### config.mk
export PLATFORM = sky130hd
export DESIGN_NAME = state_app_dispatcher
export DESIGN_NICKNAME = d
export VERILOG_FILES = /design/src/rtl/state_app_dispatcher.sv
export SDC_FILE = /design/constraint.sdc
export NUM_CORES = 1
export LEC_CHECK = 0
export ABC_AREA = 1
export CAP_MARGIN = 20
export CELL_PAD_IN_SITES_DETAIL_PLACEMENT = 1
export CELL_PAD_IN_SITES_GLOBAL_PLACEMENT = 2
export CORE_AREA = 2 2 561 563
export DETAILED_ROUTE_END_ITERATION = 10
export DIE_AREA = 0 0 563 565
export GPL_TIMING_DRIVEN = 0
export PLACE_DENSITY = 0.52
export SLEW_MARGIN = 5
export SYNTH_ARGS = -nofsm -noshare
export SYNTH_HDL_FRONTEND = slang
export SYNTH_SLANG_ARGS = --single-unit
### constraint.sdc
create_clock -name clk -period 1.5 [get_ports clk]
set_input_delay 0.225 -clock clk [delete_from_list [all_inputs] [get_ports clk]]
set_output_delay 0.225 -clock clk [all_outputs]
set_load 0.02 [all_outputs]
### src/rtl/state_app_dispatcher.sv
// state_app_dispatcher: single-outstanding lookup initiator towards one state app, with timeout pass-through.
// Define STATE_APP_DISPATCH_STATS_EN to add saturating lookup/timeout/stray-done counters.
`ifndef OPENFLOW_ACTION_WIDTH
`define OPENFLOW_ACTION_WIDTH 320
`endif
`ifndef OPENFLOW_ENTRY_SRC_PORT_WIDTH
`define OPENFLOW_ENTRY_SRC_PORT_WIDTH 8
`endif
module state_app_dispatcher #(
  parameter int ST_WIDTH       = 64,
  parameter int ACTION_WIDTH   = `OPENFLOW_ACTION_WIDTH,
  parameter int SRC_PORT_WIDTH = `OPENFLOW_ENTRY_SRC_PORT_WIDTH,
  parameter int TIMEOUT_CYCLES = 64,
  parameter int TO_CNT_WIDTH   = $clog2(TIMEOUT_CYCLES) + 1
) (
  input  logic                      clk,
  input  logic                      reset,
  input  logic [ST_WIDTH-1:0]       in_match_field,
  input  logic [ACTION_WIDTH-1:0]   in_action,
  input  logic [SRC_PORT_WIDTH-1:0] in_src_port,
  input  logic                      in_vld,
  output logic                      in_rdy,
  output logic [ST_WIDTH-1:0]       match_field,
  output logic                      match_field_vld,
  output logic [ACTION_WIDTH-1:0]   action_in,
  output logic [SRC_PORT_WIDTH-1:0] flow_entry_src_port,
  input  logic                      app_done,
  input  logic [ACTION_WIDTH-1:0]   app_action,
  input  logic [SRC_PORT_WIDTH-1:0] app_src_port,
  output logic [ACTION_WIDTH-1:0]   out_action,
  output logic [SRC_PORT_WIDTH-1:0] out_src_port,
  output logic                      out_timeout,
  output logic                      out_vld,
  input  logic                      out_rdy
`ifdef STATE_APP_DISPATCH_STATS_EN
  ,
  output logic [31:0]               stat_lookups,
  output logic [31:0]               stat_timeouts,
  output logic [31:0]               stat_stray_done
`endif
);
  typedef enum logic [1:0] {IDLE, ISSUE, WAIT, OUT} state_t;
  state_t state;
  logic [ST_WIDTH-1:0] ctx_field;
  logic [ACTION_WIDTH-1:0] ctx_action;
  logic [SRC_PORT_WIDTH-1:0] ctx_port;
  logic [TO_CNT_WIDTH-1:0] to_cnt;
  logic expired;
  assign expired = to_cnt == TO_CNT_WIDTH'(TIMEOUT_CYCLES - 1);
  assign match_field = ctx_field;
  assign action_in = ctx_action;
  assign flow_entry_src_port = ctx_port;
  always_ff @(posedge clk) begin
    if (reset) begin
      state <= IDLE;
      in_rdy <= 1'b1;
      match_field_vld <= 1'b0;
      out_vld <= 1'b0;
      out_timeout <= 1'b0;
      out_action <= '0;
      out_src_port <= '0;
      ctx_field <= '0;
      ctx_action <= '0;
      ctx_port <= '0;
      to_cnt <= '0;
    end else begin
      case (state)
        IDLE: if (in_vld && in_rdy) begin
          ctx_field <= in_match_field;
          ctx_action <= in_action;
          ctx_port <= in_src_port;
          in_rdy <= 1'b0;
          match_field_vld <= 1'b1;
          state <= ISSUE;
        end
        ISSUE: begin
          match_field_vld <= 1'b0;
          to_cnt <= '0;
          state <= WAIT;
        end
        WAIT: begin
          to_cnt <= to_cnt + 1'b1;
          // a done arriving on the expiry cycle still carries a valid result, so it wins
          if (app_done || expired) begin
            out_action <= app_done ? app_action : ctx_action;
            out_src_port <= app_done ? app_src_port : ctx_port;
            out_timeout <= !app_done;
            out_vld <= 1'b1;
            state <= OUT;
          end
        end
        OUT: if (out_rdy) begin
          out_vld <= 1'b0;
          in_rdy <= 1'b1;
          state <= IDLE;
        end
        default: state <= IDLE;
      endcase
    end
  end
`ifdef STATE_APP_DISPATCH_STATS_EN
  always_ff @(posedge clk) begin
    if (reset) begin
      stat_lookups <= '0;
      stat_timeouts <= '0;
      stat_stray_done <= '0;
    end else begin
      if (state == ISSUE && stat_lookups != '1) stat_lookups <= stat_lookups + 1'b1;
      if (state == WAIT && !app_done && expired && stat_timeouts != '1) stat_timeouts <= stat_timeouts + 1'b1;
      if (state != WAIT && app_done && stat_stray_done != '1) stat_stray_done <= stat_stray_done + 1'b1;
    end
  end
`endif
endmodule

==> metrics.log <==
[metrics] result of the run: complete, but fails checks
[metrics] violated checks: setup timing
[metrics] chip width: 563 um
[metrics] total congestion overflow: 0
[metrics] synthesized area: 29000 um^2
[metrics] number of remaining DRC errors: 0
[metrics] total routing resource utilization after global routing: 17.3%
[metrics] Crit path depth: 1
[metrics] total count of hold-check failures in the final report: 0
[metrics] crit end category: output pin
[metrics] Worst Hold End: action_in[224]
[metrics] number of flops mapped to enable cells by yosys: 0
[metrics] count of state elements after synthesis: 733
[metrics] DR pass1 iterations: 5
[metrics] number of H-tree branching levels: 3
[metrics] transition time at the pin with the least slew margin: 0.956 ns
[metrics] WL per Instance: 29.0 um
[metrics] Async S/R FF share, synth: 0%
[metrics] Num CTS Buffers: 106
[metrics] Top delay family on crit path: buffers and inverters
[metrics] clock input transition at the sequential cells of the worst setup and hold paths: 0.05 ns
[metrics] Post-Syn Instances: 3940
[metrics] final setup violation count: 1441
[metrics] fin worst setup slack: -0.436 ns
[metrics] Max transition margin: 36.3%
[metrics] reg-to-reg endpoint: out_action[71]
[metrics] HPWL after detailed placement: 236000 um
[metrics] max-capacitance violation count: 0
[metrics] Worst Path Buf+Inv: 1
[metrics] worst stage delay on the critical path: 0.58 ns
[metrics] number of placed I/O pins: 1449
[metrics] Worst Clk Skew: 0.0500 ns
[metrics] Worst EP required: 1.27 ns
[metrics] r2r startpoint: to_cnt[0]
[metrics] Std-Cell Core Area: 311000 um^2
[metrics] via density per instance: 3.59
[metrics] power density over the cells: 1780 nW/um^2
[metrics] post-route cell area: 60000 um^2
[metrics] row count: 205
[metrics] number of global-route vias before repair: 37.7k
[metrics] highest clock rate: 0.516 GHz
[metrics] fraction of layout cells with a size suffix above 1: 20.2%
[metrics] chip height: 565 um
[metrics] peak supply drop: 799 uV
[metrics] antenna violations before repair: 127
[metrics] final antenna-violating net count: 0
[metrics] primary flip-flop cell chosen by synthesis mapping: dfxtp_1
[metrics] average footprint of a synthesized cell: 7.36 um^2
[metrics] top fanout value on the critical path: 2
[metrics] cell chain of the critical path: dlygate4sd2_1
[metrics] Post-Syn Nets: 4671
[metrics] full die area: 318000 um^2
[metrics] library cells used by synthesis: 27
[metrics] Routed WL: 290000 um
[metrics] min Tclk post-route: 1.94 ns
[metrics] fraction of the cycle the final worst path needs: 129%
[metrics] kind of start point of the critical path: flop
[metrics] routed via count: 36.0k
[metrics] worst-case register-to-register setup slack: -0.43 ns
[metrics] number of nets at the end of the flow: 6489
[metrics] number of pins exceeding their max-slew limit in the final report: 0
[metrics] cell chosen for the clock root: clkbuf_16
[metrics] layout-stage area growth over the synthesis result: 107%
[metrics] clock insertion delay at the later pin of the skew report: 0.83 ns
[metrics] hold depth: 3
[metrics] Port Buf Inserts: 1447
[metrics] clock tree sinks: 733
[metrics] cell at the slowest stage of the critical path: dlygate4sd2_1
[metrics] setup repair after global routing missed its margin: true
[metrics] PnR Total Power: 107 mW
[metrics] CTS tree: yes
[metrics] fraction of the yosys area taken by sequential cells: 50.6%
[metrics] classification of the worst setup path: reg2out
[metrics] startpoint of the worst setup timing path: out_action[227]
[metrics] Worst Reg-to-Reg Cells: 11
[metrics] hold path start: in_action[224]
[metrics] arrival time reported for the critical path endpoint: 1.71 ns
[metrics] global-route wire length before repair: 368000 um
[metrics] maximum number of pins on one net before global-route repair: 16
[metrics] largest buffer count on any clock path: 4
[metrics] number of warnings printed during yosys synthesis: 0
[metrics] cell leakage power: 24.4 nW
[metrics] initial standard-cell utilization of the core: 9.32%
[metrics] Placement Cell Area: 48900 um^2
[metrics] Hold WC Path Type: in2reg
[metrics] routability-driven placement congestion ratio: 0.907
[metrics] First DRT Iteration DRCs: 1643
[stage by stage]
step | util (%) | instances | setup TNS [ns] | hold WS [ns] | setup slack, ns
3_5_place_dp | 15.7 | 9535 | -1179.55 | 0.437 | -2.52
2_1_floorplan | - | 3940 | -12.53 | 0.294 | -0.0602
4_1_cts | 18.5 | 9951 | -565.20 | 0.000281 | -0.551
6_report | 19.3 | 10000 | -387.56 | 0.0608 | -0.436
5_1_grt | 19.3 | 9993 | -519.12 | 0.0163 | -0.493
3_3_place_gp | 15.7 | 9527 | -1414.66 | 0.436 | -2.92
[cell usage after synthesis (all sizes together), types with 3 or more instances]
master  count  area share (%)
o21ai    1052              18
dfxtp     733              51
nor2      665             8.6
inv       406             5.3
a21oi     400             6.9
nand2     349             4.6
clkbuf    191             2.5
buf       122             2.9
nand3       7            0.12
ha          6            0.26
nor3        3           0.052
[power breakdown]
| group | switching (mW) | internal (mW) | total [mW] |
|---|---|---|---|
| logic | 31.3 | 20.0 | 51.4 |
| clock network | 10.9 | 16.1 | 26.9 |
| registers | 3.41 | 24.9 | 28.3 |
| total | 45.6 | 61.0 | 107 |
[registers in the layout (all words and copies together) (netlist names)]
register	count
out_vld	1
state	2
in_rdy	1
action_in	320
flow_entry_src_port	8
out_timeout	1
match_field_vld	1
out_src_port	8
to_cnt	7
match_field	64
out_action	320
[what timing repair did]
| item | 4_1_cts | 5_1_grt |
|---|---|---|
| endpoints found under the hold margin | 128 | 0 |
| buffers inserted | 49 | 23 |
| gates resized for setup | 1923 | 861 |
| gates cloned | 48 | 20 |
| pin swaps | 113 | 55 |
| hold buffers | 128 | 0 |
| endpoints found under the setup margin | 1455 | 1457 |
[layout make-up]
type	count	area [um^2]
sequential	733	14800
tap	4140	5180
timing repair buffer	1716	17700
clock buffer	154	3060
fill	36700	251000
antenna	33	82.6
inverter	406	1550
clock inverter	38	566
buffer	307	3310
multi-input combinational	2488	13800
[how the worst max path moves through the flow]
stage | endpoint | slack (ns)
2_1_floorplan | action_in[176] | -0.06
3_3_place_gp | action_in[232] | -2.92
3_5_place_dp | out_action[227] | -2.52
4_1_cts | out_action[186] | -0.55
5_1_grt | out_action[130] | -0.49
6_report | out_action[227] | -0.44
[cells by family (layout without fill, tap and decap cells)]
kind of cell | after synthesis | in the layout | share of synthesized area [%]
buf+inv | 719 | 2621 | 10.6
other cells | 0 | 33 | 0
flops | 733 | 733 | 50.6
simple gates | 1026 | 1026 | 13.4
compound gates | 1456 | 1456 | 25.2
fa+ha+maj | 6 | 6 | 0.259
[cell usage in the layout, fill, tap and decap left out, drive strengths merged, types with 304 or more instances in the layout]
cell,n
nor2,665
clkbuf,372
inv,408
o21ai,1052
a21oi,400
buf,304
nand2,349
dfxtp,733
clkdlybuf4s50,723
dlygate4sd2,603
[layer usage]
metal	track usage [%]	part of all wire [%]	vias to the layer above
met5	0	0.22	-
met4	4.23	2.9	100
met3	6.62	9.7	357
met2	28.8	46	1372
met1	20.7	41	17700
li1	-	-	16500
Power figures use the tool's default switching activity.
